--- src/rtl/command_issue_scheduler.sv ---
// command_issue_scheduler: arbitrates NUM_REQ command requesters onto the single
// PSL command port. Each issued command takes the lowest free tag and one PSL
// credit. Responses retire tags and return (signed) credits. Enable/drain
// sequencing lets the AFU shut down only once every command has been answered.
//
// Ports:
//   clock, rstn          clock, asynchronous active-low reset
//   enabled_in           AFU enable (registered before use)
//   init_credits         PSL credit allowance, loaded on INIT; also the credit ceiling
//   req_valid / grant    per-requester pending command / one-hot combinational grant
//   cmd_valid/_tag/_req_id  registered issue strobe, assigned tag, granted requester
//   rsp_valid/_tag/_credits response stream (tag retire + signed credit return)
//   credits, outstanding current credits, tags in flight
//   drained              one-cycle pulse when DRAIN completes
//   error                [1] credit overflow (clamped), [0] response for unknown/free tag
module command_issue_scheduler #(
    parameter int unsigned NUM_REQ  = 4,
    parameter int unsigned NUM_TAGS = 32,
    parameter int unsigned CREDIT_W = 9
) (
    input  logic                         clock,
    input  logic                         rstn,
    input  logic                         enabled_in,
    input  logic [7:0]                   init_credits,
    input  logic [NUM_REQ-1:0]           req_valid,
    output logic [NUM_REQ-1:0]           grant,
    output logic                         cmd_valid,
    output logic [7:0]                   cmd_tag,
    output logic [$clog2(NUM_REQ)-1:0]   cmd_req_id,
    input  logic                         rsp_valid,
    input  logic [7:0]                   rsp_tag,
    input  logic [CREDIT_W-1:0]          rsp_credits,
    output logic [CREDIT_W-1:0]          credits,
    output logic [$clog2(NUM_TAGS):0]    outstanding,
    output logic                         drained,
    output logic [1:0]                   error
);

    localparam int unsigned REQ_W = $clog2(NUM_REQ);
    localparam int unsigned TAG_W = $clog2(NUM_TAGS);
    localparam int unsigned OUT_W = TAG_W + 1;
    // Two guard bits: credits + returned credits can exceed the signed CREDIT_W range.
    localparam int unsigned SUM_W = CREDIT_W + 2;

    typedef enum logic [1:0] {
        ST_IDLE  = 2'd0,
        ST_INIT  = 2'd1,
        ST_RUN   = 2'd2,
        ST_DRAIN = 2'd3
    } state_t;

    state_t                  state;
    state_t                  state_nxt;
    logic                    en;
    logic [REQ_W-1:0]        ptr;
    logic [NUM_TAGS-1:0]     tag_busy;

    logic                    found;
    logic [REQ_W-1:0]        cand;
    logic [REQ_W-1:0]        win_idx;
    logic                    tag_avail;
    logic [TAG_W-1:0]        free_idx;
    logic                    credit_pos;
    logic                    issue;
    logic                    rsp_act;
    logic                    rsp_in_range;
    logic                    rsp_hit;
    logic [TAG_W-1:0]        rsp_idx;
    logic signed [SUM_W-1:0] credit_sum;
    logic signed [SUM_W-1:0] credit_cap;
    logic                    ovf;
    logic [CREDIT_W-1:0]     credits_nxt;
    logic [OUT_W-1:0]        outstanding_nxt;
    logic [NUM_TAGS-1:0]     tag_busy_nxt;
    logic [1:0]              error_nxt;
    logic                    drained_nxt;

    // State register
    always_ff @(posedge clock or negedge rstn) begin
        if (!rstn) state <= ST_IDLE;
        else       state <= state_nxt;
    end

    // Next-state logic
    always_comb begin
        state_nxt = state;
        case (state)
            ST_IDLE:  if (en)                 state_nxt = ST_INIT;
            ST_INIT:                          state_nxt = ST_RUN;
            ST_RUN:   if (!en)                state_nxt = ST_DRAIN;
            ST_DRAIN: if (outstanding == '0)  state_nxt = ST_IDLE;
            default:                          state_nxt = ST_IDLE;
        endcase
    end

    // FSM outputs: combinational grant and the next value of the drain pulse
    always_comb begin
        grant       = '0;
        drained_nxt = 1'b0;
        if (issue) grant[win_idx] = 1'b1;
        if (state == ST_DRAIN && outstanding == '0) drained_nxt = 1'b1;
    end

    // Round-robin pick: first pending requester at or after ptr
    always_comb begin
        found   = 1'b0;
        win_idx = '0;
        cand    = '0;
        for (int k = 0; k < int'(NUM_REQ); k++) begin
            cand = REQ_W'((int'(ptr) + k) % int'(NUM_REQ));
            if (!found && req_valid[cand]) begin
                found   = 1'b1;
                win_idx = cand;
            end
        end
    end

    // Lowest-index free tag; uses this cycle's busy map so a tag retired now waits a cycle
    always_comb begin
        tag_avail = 1'b0;
        free_idx  = '0;
        for (int t = int'(NUM_TAGS) - 1; t >= 0; t--) begin
            if (!tag_busy[TAG_W'(t)]) begin
                tag_avail = 1'b1;
                free_idx  = TAG_W'(t);
            end
        end
    end

    // Issue, response retire and credit accounting
    always_comb begin
        credit_pos   = !credits[CREDIT_W-1] && (|credits);
        issue        = (state == ST_RUN) && credit_pos && tag_avail && found;
        rsp_act      = rsp_valid && (state == ST_RUN || state == ST_DRAIN);
        rsp_in_range = (32'(rsp_tag) < NUM_TAGS);
        rsp_idx      = TAG_W'(rsp_tag);
        rsp_hit      = rsp_act && rsp_in_range && tag_busy[rsp_idx];

        credit_sum = {{2{credits[CREDIT_W-1]}}, credits}
                   - (issue ? SUM_W'(1) : SUM_W'(0))
                   + (rsp_act ? {{2{rsp_credits[CREDIT_W-1]}}, rsp_credits} : SUM_W'(0));
        credit_cap = {{(SUM_W-8){1'b0}}, init_credits};
        ovf        = rsp_act && (credit_sum > credit_cap);
        credits_nxt = ovf ? CREDIT_W'(credit_cap) : CREDIT_W'(credit_sum);

        outstanding_nxt = outstanding;
        if (issue && !rsp_hit)      outstanding_nxt = outstanding + OUT_W'(1);
        else if (!issue && rsp_hit) outstanding_nxt = outstanding - OUT_W'(1);

        tag_busy_nxt = tag_busy;
        if (rsp_hit) tag_busy_nxt[rsp_idx]  = 1'b0;
        if (issue)   tag_busy_nxt[free_idx] = 1'b1;

        error_nxt = {ovf, rsp_act && !rsp_hit};
    end

    // Datapath and registered outputs
    always_ff @(posedge clock or negedge rstn) begin
        if (!rstn) begin
            en          <= 1'b0;
            ptr         <= '0;
            tag_busy    <= '0;
            cmd_valid   <= 1'b0;
            cmd_tag     <= '0;
            cmd_req_id  <= '0;
            credits     <= '0;
            outstanding <= '0;
            drained     <= 1'b0;
            error       <= '0;
        end else begin
            en        <= enabled_in;
            cmd_valid <= issue;
            drained   <= drained_nxt;
            error     <= error_nxt;
            if (issue) begin
                cmd_tag    <= 8'(free_idx);
                cmd_req_id <= win_idx;
            end
            if (state == ST_INIT) begin
                credits     <= CREDIT_W'(init_credits);
                tag_busy    <= '0;
                outstanding <= '0;
                ptr         <= '0;
            end else begin
                credits     <= credits_nxt;
                tag_busy    <= tag_busy_nxt;
                outstanding <= outstanding_nxt;
                if (issue) ptr <= (win_idx == REQ_W'(NUM_REQ - 1)) ? '0 : win_idx + REQ_W'(1);
            end
        end
    end

endmodule

--- config.mk ---
export PLATFORM = sky130hd
export DESIGN_NAME = command_issue_scheduler
export DESIGN_NICKNAME = d
export VERILOG_FILES = /design/src/rtl/command_issue_scheduler.sv
export SDC_FILE = /design/constraint.sdc
export NUM_CORES = 1
export LEC_CHECK = 0
export CAP_MARGIN = 20
export CORE_MARGIN = 2
export CORE_UTILIZATION = 50
export DETAILED_ROUTE_END_ITERATION = 16
export GPL_TIMING_DRIVEN = 0
export PLACE_DENSITY = 0.85
export SLEW_MARGIN = 20
export SYNTH_ARGS = -nofsm -noshare
export SYNTH_HDL_FRONTEND = slang
export SYNTH_SLANG_ARGS = --single-unit
--- constraint.sdc ---
create_clock -name clock -period 4.2 [get_ports clock]
set_input_delay 0.84 -clock clock [delete_from_list [all_inputs] [get_ports clock]]
set_output_delay 0.84 -clock clock [all_outputs]
set_load 0.005 [all_outputs]
# [Yosys cells after proc, flatten, opt, wreduce, memory -nomap -nowiden]
# Cells that the tools add are included.
[word_totals] reg_bits=63 wordCells=147 out_inout_bits=33 input_bits=33
[op_classes] addsub=8 muxes=75 n_eq_ne=7 bitwise_logic=3 magnitude_cmp=12 n_reduce_logical=31
[ops] op="$mux W32" n=3
[ops] op="$mux W5" n=16
[ops] op="$and A32 B32 Y32" n=1
[ops] op="$not A32 Y32" n=1
[ops] op="$or A32 B32 Y32" n=1
[ops] op="$mux W1" n=30
[ops] op="$mux W2" n=10
[ops] op="$logic_and A1 B1 Y1" n=18
[ops] op="$mux W6" n=3
[ops] op="$mux W9" n=2
[ops] op="$lt A2 B3 Y1 const B" n=5
[ops] op="$lt A5 B6 Y1 const B" n=2
[ops] op="$add A11 B11 Y11" n=1
[ops] op="$gt A11 B9 Y1" n=1
[ops] op="$mux W11" n=1
[ops] op="$demux W1 S5" n=2
[ops] op="$ge A5 B1 Y1 const B" n=2
[ops] op="$sub A9 B2 Y10" n=1
[ops] op="$reduce_or A9 Y1" n=1
[ops] op="$bmux W1 S2" n=4
[ops] op="$lt A8 B6 Y1 const B" n=1
[ops] op="$pmux W2 S4" n=1
[ops] op="$add A6 B1 Y6 const B" n=1
[ops] op="$eq A2 B2 Y1 const B" n=3
[ops] op="other kinds (16)" n=25

# [Depth between registers and ports, before layout]
# Gate-level depths: netlist (run 1).
[depth] word_depth=25 ltp_mapped=23 depth_no_buf=22

# [Worst setup path after synthesis (run 1)]
# Ideal clock, no wire load.
[synth_timing] kind="input-to-reg" from="input port req_valid[1]" to="register credits[0]" setup_time_ps=125 arrival_ps=4771 setup_slack_ps=-696 cell_stages=21 required_time_ps=4075 path_buffers=1 cell_sequence="nor4_1 -> a2111o_1 -> inv_1 -> clkbuf_1 -> ha_1 -> ha_1 -> nand2_1 -> xnor2_1 -> ha_1 -> a21oi_1 -> o211ai_1 -> a21o_1 -> a21oi_1 -> xnor2_1 -> ha_1 -> nand4_1 -> o22ai_1 -> a21oi_1 -> nor2_1 -> a31oi_4 -> mux2_2"
[synth_between] elab_chain_len=20 word_cells_on_any_way=26 classes_between="add/sub (2); order compare (1); mux (15); reduce/logical (8)"
[synth_rtl] item="from (decl)" line_no="25" source="input logic [NUM_REQ-1:0] req_valid,"
[synth_rtl] item="$bmux W1 S2" line_no="111" source="if (!found && req_valid[cand]) begin"
[synth_rtl] item="$mux W1 (not written as such)" line_no="111"
[synth_rtl] item="$mux W1" line_no="111"
[synth_rtl] item="$logic_not A1 Y1" line_no="111"
[synth_rtl] item="$logic_and A1 B1 Y1" line_no="111"
[synth_rtl] item="$mux W1" line_no="111"
[synth_rtl] item="$logic_not A1 Y1" line_no="111"
[synth_rtl] item="$logic_and A1 B1 Y1" line_no="111"
[synth_rtl] item="[... 5 more ...]"
[synth_rtl] item="net issue" line_no="64" source="logic issue;"
[synth_rtl] item="$mux W1 (*)" line_no="140" source="- (issue ? SUM_W'(1) : SUM_W'(0))"
[synth_rtl] item="$sub A9 B2 Y10 (*)" line_no="140"
[synth_rtl] item="$add A11 B11 Y11 (*)" line_no="141" source="+ (rsp_act ? {{2{rsp_credits[CREDIT_W-1]}}, rsp_credits} : SUM_W'(0));"
[synth_rtl] item="$gt A11 B9 Y1" line_no="143" source="ovf = rsp_act && (credit_sum > credit_cap);"
[synth_rtl] item="$logic_and A1 B1 Y1" line_no="143"
[synth_rtl] item="$mux W9 (*)" line_no="144" source="credits_nxt = ovf ? CREDIT_W'(credit_cap) : CREDIT_W'(credit_sum);"
[synth_rtl] item="$mux W9 (*)" line_no="179" source="if (state == ST_INIT) begin"
[synth_rtl] item="to (signal assigned)" line_no="180" source="credits <= CREDIT_W'(init_credits);"
[synth_rtl] item="to (signal assigned)" line_no="185" source="credits <= credits_nxt;"
[synth_rtl] item="to (decl)" line_no="33" source="output logic [CREDIT_W-1:0] credits,"
# Mark *: on every way through the listed nets, which the timed path passes. The rest lies on a longest branch. The select of a mux whose other input is x is not followed.
# A chain may end at the register's enable or synchronous reset.

# [Worst setup path in the final report (run 1)]
[layout_timing] from="register state[0]" to="register credits[5]"
[layout_between] elab_chain_len=11 word_cells_on_any_way=16 classes_between="add/sub (2); order compare (1); eq/ne (3); mux (4); reduce/logical (6)"
[layout_rtl] item="from (decl)" line_no="52" source="state_t state;"
[layout_rtl] item="from (signal assigned)" line_no="81" source="else state <= state_nxt;"
[layout_rtl] item="$eq A2 B2 Y1" line_no="133, 134"
[layout_rtl] item="$logic_and A1 B1 Y1 (3 in series)" line_no="133" source="issue = (state == ST_RUN) && credit_pos && tag_avail && found;"
[layout_rtl] item="$mux W1" line_no="140"
[layout_rtl] item="$sub A9 B2 Y10" line_no="140"
[layout_rtl] item="$add A11 B11 Y11" line_no="141"
[layout_rtl] item="$gt A11 B9 Y1" line_no="143"
[layout_rtl] item="$logic_and A1 B1 Y1" line_no="143"
[layout_rtl] item="$mux W9" line_no="144"
[layout_rtl] item="$mux W9 (*)" line_no="179"
# Every way passes the cells marked *; elsewhere a longest branch is shown, timed or not.

==> impl_metrics.csv, run 1 <==
group,metric,value,unit
sta,hold_viol_final,0,
layout,number_of_diodes,0,
synth,synthFlopType,"sky130_fd_sc_hd__dfrtp_1",
critical_path,critPathCaptureType,"flip-flop",
global_routing,global_route_wire_length_before_repair,20700,µm
layout,finalNetCount,655,
power,power.net_switching,1950,µW
clocking,post_cts_hold_buffer_count,0,
synth,synth_most_common_cell,"sky130_fd_sc_hd__dfrtp_1",
clocking,clock_sink_count,62,
synth,post_synth_most_frequent_cells,"sky130_fd_sc_hd__dfrtp_1 (62), sky130_fd_sc_hd__a21oi_1 (39), sky130_fd_sc_hd__inv_1 (39)",
floorplan,start_util,50.8,%
clocking,clockRootBuffer,"sky130_fd_sc_hd__clkbuf_8",
sta,max_freq,217,MHz
layout,layout_cells_sized_above_1,24.4,%
synth,post_synthesis_register_bit_count,62,
place,port_buffers,60,
sta,max_slew.worst_pin.slew,684,ps
critical_path,critPathTopFamily,"compound AO/OA/AOI/OAI gates",
synth,syn_area_per_cell,9.37,µm²
layout,layout.area.seq,0.00155,mm²
critical_path,critical-path-top-cell-by-count,"sky130_fd_sc_hd__ha_4",
global_routing,pin_count_of_the_biggest_net_entering_global_routing,45,
min_path,worst_hold_path_type,"input port to asynchronous set/reset pin",
synth,synth_area,0.00437,mm²
sta,min_period,4610,ps
power,seqPwrFrac,20.2,%
detailed_routing,drtAntennaViolNets,0,
synth,number_of_synthesized_flops_with_an_enable_pin,0,
sta,fin_tns_setup,-3140,ps
critical_path,worst_path_class_setup,"flip-flop to flip-flop",
place,gpl.final_weighted_congestion,0.903,
floorplan,die_y,97.5,µm
synth,share_of_the_synthesized_area_in_the_top_cell_type,35.5,%
critical_path,path_max_fanout,8,
power,cell_internal_pwr,2620,µW
clocking,worst_skew_pair.late_latency,350,ps
clocking,clock_transition_at_the_register_clock_pins_on_the_worst_setup_and_hold_paths_after_cts,80,ps
critical_path,cp.required,4430,ps
floorplan,die_area,0.00950,mm²
synth,yosys.area.top_type,"sky130_fd_sc_hd__dfrtp_1",
sta,slew_viol_final,0,
power,worst_vdd_drop,766,µV
sta,grt_setup_unrepaired,"yes",
run_status,failed_checks,"negative setup slack",
synth,synth.yosys.seq_area_share,35.5,%
detailed_routing,route.detailed.wl_per_inst,20.2,µm
floorplan,die-width,97.5,µm
floorplan,placeable_core_area,0.00859,mm²
synth,async_reset_ff_share,100,%
detailed_routing,initialDrtViolationCount,311,
detailed_routing,avgViaCountPerCell,6.07,
synth,postSynthCellCount,466,
global_routing,track_usage,27.2,%
clocking,tritoncts.num_buffers,9,
synth,ys_top_cells_by_area,"sky130_fd_sc_hd__dfrtp_1 (36%), sky130_fd_sc_hd__ha_1 (10%), sky130_fd_sc_hd__a21oi_1 (4.5%)",
run,timing.max_cap.violations,0,
global_routing,first_global_vias,4249,
layout,utilization,71.2,%
power,share_clk_of_total_power,12.6,%
sta,final_critical_path_setup_slack,-409,ps
floorplan,floorplan.io_pins,66,
clocking,tritoncts,"built",
layout,fill_cells,584,
layout,area_growth,40.1,%
critical_path,setup.worst_path.start_class,"flip-flop",
critical_path,critical-path-slowest-cell,"sky130_fd_sc_hd__a2111o_1",
synth,synth_cell_types,60,
power,combinationalPowerShare,67.3,%
clocking,cts_buffer_depth,2,
place,detailedPlacementHpwl,8520,µm
clocking,htree_num_levels,3,
detailed_routing,drt_first_pass_iters,5,
power,pwr_density_cell,746,mW/mm²
power,power.share.switching,42.6,%
detailed_routing,post_route_drc,0,
detailed_routing,met1_length,5430,µm
global_routing,grt_overflow_total,0,
floorplan,count_of_standard_cell_rows,34,
sta,clock-skew-final,15.9,ps
detailed_routing,routed-via-count,4237,
sta,min_period_over_period,110,%
detailed_routing,maxUsedRoutingLayer,"met4",
detailed_routing,routed_wl,14100,µm
run_status,status,"finished with violations",
detailed_routing,met2_length,7190,µm
critical_path,critPathBufInv,4,
synth,synthesis.yosys.warnings,0,
critical_path,crit_arrival,4840,ps
critical_path,critical_path.cell_chain,"inv_2 > ha_4 > inv_1 > a2111o_1 > inv_4 > ha_4 > ha_4 > nand2_4 > nor3_1 > xor2_1 > ha_1 > a211oi_1 > nor2_1 > a311oi_2 > xor2_1 > a31oi_4 > buf_12 > mux2_4",
layout,multiInputGateArea,0.00297,mm²
power,cellLeakagePower,0.00274,µW
detailed_routing,met3WireLength,942,µm
global_routing,initial_antenna_violation_count,0,
critical_path,cp_slowest_stage_delay,440,ps
sta,max_slew_margin,53.7,%
sta,final-setup-viol-count,8,
## sequential cells by signal (all words and copies together) (netlist names)
name	flops
cmd_req_id	2
cmd_tag	4
cmd_valid	1
credits	9
drained	1
en	1
error	2
outstanding	6
ptr	2
state	2
tag_busy	32
## logic make-up after synthesis
kind of cell,count (synthesis),synth area share [%]
and+or+nand+nor,153,19.6
AOI/OAI and AO/OA,116,17.7
DFF,62,35.5
buffers and inverters,59,5.50
adders and majority gates,37,10.9
xor gates and xnor gates,19,3.81
muxes,19,6.87
other,1,0.0859
## cell usage in the layout, fill, tap and decap left out, types with 7 or more instances in the layout
| cell | instances |
|---|---|
| sky130_fd_sc_hd__a21o_1 | 11 |
| sky130_fd_sc_hd__a21oi_1 | 36 |
| sky130_fd_sc_hd__and2_1 | 15 |
| sky130_fd_sc_hd__buf_4 | 48 |
| sky130_fd_sc_hd__clkbuf_1 | 10 |
| sky130_fd_sc_hd__clkbuf_8 | 13 |
| sky130_fd_sc_hd__clkdlybuf4s50_1 | 54 |
| sky130_fd_sc_hd__dfrtp_1 | 61 |
| sky130_fd_sc_hd__ha_1 | 24 |
| sky130_fd_sc_hd__ha_4 | 10 |
| sky130_fd_sc_hd__inv_1 | 35 |
| sky130_fd_sc_hd__mux2_4 | 7 |
| sky130_fd_sc_hd__mux4_2 | 8 |
| sky130_fd_sc_hd__nand2_1 | 26 |
| sky130_fd_sc_hd__nand2b_1 | 19 |
| sky130_fd_sc_hd__nand3_1 | 9 |
| sky130_fd_sc_hd__nand4_1 | 8 |
| sky130_fd_sc_hd__nor2_1 | 23 |
| sky130_fd_sc_hd__nor3_1 | 8 |
| sky130_fd_sc_hd__o21ai_0 | 18 |
| sky130_fd_sc_hd__xnor2_1 | 7 |
## stage by stage
stage | total power, µW | std cells | hold slack, ps | worst slack, ps | cell area (µm²)
floorplan | 2380 | 469 | 470 | -301 | 4480
global placement | 2910 | 637 | 462 | -1340 | 5220
detailed placement | 3030 | 638 | 471 | -1460 | 5240
CTS | 3970 | 676 | 363 | -225 | 5760
global route | 4810 | 698 | 368 | -551 | 6120
finish | 4560 | 698 | 359 | -409 | 6120
## final timing paths
check,cells after the start,startpoint,slack (ps),to
worst min register to register,2,cmd_tag[1],480,cmd_tag[1]
worst max-delay path,18,state[0],-410,credits[5]
worst max register to register,18,state[0],-410,credits[5]
max in group asynchronous,2,rstn,3310,credits[2]
worst min-delay path,1,rstn,360,tag_busy[20]
min in group clock,2,cmd_tag[1],480,cmd_tag[1]
## routing by layer
metal,GRT usage (%),vias up
met2,48.4,213
met3,4.17,52
met5,0,-
met4,11.4,0
met1,32.6,2074
li1,-,1898
## timing repair
item | CTS | global route
gates resized for setup | 50 | 29
pin swaps | 23 | 24
setup endpoints to repair | 10 | 11
endpoints found under the hold margin | 0 | 0
buffers inserted | 23 | 22
## worst register-to-register path: cells and delay by family, from the launching register on
family | cells | cell delay (ps)
and+or+nand+nor | 3 | 450
DFF | 1 | 410
muxes | 1 | 320
xor gates and xnor gates | 2 | 620
adders and majority gates | 4 | 850
buffers and inverters | 4 | 480
AOI/OAI and AO/OA | 4 | 1370
## power groups by stage
stage | Combinational, µW | Sequential, µW | Clock [µW]
finish | 3070 | 921 | 573
global route | 3270 | 939 | 600
CTS | 2520 | 887 | 567
detailed placement | 2130 | 895 | 0
global placement | 2020 | 889 | 0
floorplan | 1510 | 869 | 0
## final cells by class
type	instances	share of cell area, %
clock buffer	12	2.70
inverter	39	2.47
multi-input combinational	348	48.5
timing repair buffer	106	16.1
clock inverter	4	0.879
buffer	19	1.74
tap	108	2.21
sequential	62	25.4
Power figures use the tool's default switching activity.
==> inputs of run 2 (changes only) <==
- ABC_AREA: not set -> 0
==> results of run 2 <==
Final layout, timing and power as in run 1 (identical DEF).
==> inputs of run 3 (changes only) <==
- GPL_TIMING_DRIVEN: 0 -> 1
==> impl_metrics.csv, run 3 (synthesis gave the netlist of run 1 again) <==
group,metric,value,unit
detailed_routing,drtAntennaViolNets,0,
place,port_buffers,61,
clocking,worst_skew_pair.late_latency,340,ps
run,timing.max_cap.violations,0,
power,power,4380,µW
floorplan,die-width,97.5,µm
sta,hold_slack,475,ps
layout,layout.cells.most_common_list,"sky130_fd_sc_hd__buf_4 (71), sky130_fd_sc_hd__dfrtp_1 (62), sky130_fd_sc_hd__clkdlybuf4s50_1 (56)",
layout,finalNetCount,665,
power,pwr_density_cell,722,mW/mm²
clocking,clock_transition_at_the_register_clock_pins_on_the_worst_setup_and_hold_paths_after_cts,70,ps
clocking,tritoncts.num_buffers,9,
critical_path,cp.required,4420,ps
critical_path,critPathBufInv,5,
critical_path,critPathCaptureType,"flip-flop",
global_routing,first_global_vias,4302,
min_path,worst_hold_path_type,"flip-flop to flip-flop",
critical_path,worst_path_class_setup,"flip-flop to flip-flop",
place,detailedPlacementHpwl,8720,µm
layout,largest-register,"tag_busy",
floorplan,placeable_core_area,0.00859,mm²
detailed_routing,initialDrtViolationCount,277,
floorplan,floorplan.io_pins,66,
run_status,status,"finished with violations",
critical_path,cp_slowest_stage_delay,400,ps
sta,min_period,4440,ps
layout,number_of_diodes,0,
run_status,failed_checks,"negative setup slack",
critical_path,setup.worst_path.start_class,"flip-flop",
critical_path,path_max_fanout,8,
detailed_routing,maxUsedRoutingLayer,"met4",
power,cellLeakagePower,0.00280,µW
layout,final_design_area_no_fill,0.00607,mm²
detailed_routing,drt_first_pass_iters,5,
sta,grt_setup_unrepaired,"yes",
layout,multiInputGateArea,0.00282,mm²
critical_path,critical_path.cell_chain,"inv_2 > ha_4 > inv_2 > a2111o_1 > inv_2 > ha_4 > ha_4 > nand2_4 > xnor2_4 > ha_4 > a21oi_4 > nand2b_4 > nand3b_1 > xor2_2 > ha_1 > buf_6 > nand4_1 > a21o_1 > a21oi_2 > nor2_2 > a31oi_4 > buf_12 > mux2_4",
layout,area_growth,39.0,%
global_routing,grt_overflow_total,0,
global_routing,pin_count_of_the_biggest_net_entering_global_routing,44,
clocking,cts_buffer_depth,2,
clocking,clockRootBuffer,"sky130_fd_sc_hd__clkbuf_8",
global_routing,initial_antenna_violation_count,0,
global_routing,track_usage,26.5,%
detailed_routing,routed_wl,13400,µm
clocking,tritoncts,"built",
layout,layout.area.seq,0.00155,mm²
layout,reg_top3,"tag_busy: 32 flops, credits: 9 flops, outstanding: 6 flops",
critical_path,crit_arrival,4660,ps
detailed_routing,route.detailed.wl_per_inst,18.9,µm
detailed_routing,met1_length,5090,µm
sta,max_slew_margin,39.0,%
power,worst_vdd_drop,611,µV
sta,max_freq,225,MHz
sta,final-setup-viol-count,8,
detailed_routing,avgViaCountPerCell,6.01,
place,gpl.final_weighted_congestion,0.928,
floorplan,start_util,50.8,%
detailed_routing,routed-via-count,4256,
detailed_routing,post_route_drc,0,
floorplan,count_of_standard_cell_rows,34,
global_routing,global_route_wire_length_before_repair,20500,µm
clocking,htree_num_levels,3,
sta,hold_viol_final,0,
critical_path,critPathTopFamily,"compound AO/OA/AOI/OAI gates",
sta,slew_viol_final,0,
sta,max_slew.worst_pin.slew,915,ps
clocking,clock_sink_count,62,
floorplan,die_area,0.00950,mm²
place,pre_cts_ws,-860,ps
sta,min_period_over_period,106,%
detailed_routing,met3WireLength,841,µm
layout,largest_register_ff_count,32,
sta,final_critical_path_setup_slack,-237,ps
layout,leading_cell_type_in_the_layout_fill_and_taps_excluded,"sky130_fd_sc_hd__buf_4",
floorplan,die_y,97.5,µm
critical_path,critical-path-slowest-cell,"sky130_fd_sc_hd__dfrtp_1",
critical_path,critical-path-top-cell-by-count,"sky130_fd_sc_hd__ha_4",
sta,clock-skew-final,11.9,ps
layout,fill_cells,576,
layout,layout_cells_sized_above_1,24.8,%
place,detailed_place.area,0.00555,mm²
detailed_routing,met2_length,6920,µm
layout,utilization,70.7,%
[run 3: routing by layer]
metal / up-vias / GRT usage (%)
met5: - / 0
met4: 0 / 11.9
met3: 44 / 4.17
met2: 213 / 46.2
met1: 2079 / 32.3
li1: 1920 / -
[run 3: where the power goes]
group	leakage [µW]	internal, µW	total, µW	switching [µW]
logic	0.00188	1550	2920	1380
registers	0.000812	742	872	130
clock network	0.000110	349	587	238
[run 3: final timing paths]
path                            start           end  slack [ps]  depth (start not counted)
max                          state[0]    credits[5]        -240                         23
min                        cmd_tag[1]    cmd_tag[1]         480                          2
max reg2reg                  state[0]    credits[5]        -240                         23
min reg2reg                cmd_tag[1]    cmd_tag[1]         480                          2
max in group asynchronous        rstn    cmd_tag[0]        2710                          2
min in group asynchronous        rstn  tag_busy[30]         640                          1
[run 3: tightest hold or removal path, cell delays in order (launching register included)]
cell and delay [ps]:
sky130_fd_sc_hd__dfrtp_1 340, sky130_fd_sc_hd__nand2_1 50, sky130_fd_sc_hd__nand2_1 50
[run 3: repair_timing]
item,4_1_cts,5_1_grt
hold endpoints to repair,0,0
endpoints found under the setup margin,8,8
pin swaps,21,14
hold buffers,0,0
setup buffers,13,5
gates resized for setup,35,13
[run 3: area by class of cell]
type / count / area share, %
Clock buffer: 12 / 2.39
Tap cell: 108 / 2.22
Sequential cell: 62 / 25.5
Clock inverter: 4 / 1.15
Multi-Input combinational cell: 348 / 46.4
Timing Repair Buffer: 135 / 19.9
Inverter: 39 / 2.41
[run 3: metrics by stage]
| step | TNS, ps | std cells |
|---|---|---|
| 2_1_floorplan | -2240 | 469 |
| 3_3_place_gp | -5590 | 674 |
| 3_5_place_dp | -7080 | 674 |
| 4_1_cts | -109 | 703 |
| 5_1_grt | -3100 | 708 |
| 6_report | -1700 | 708 |
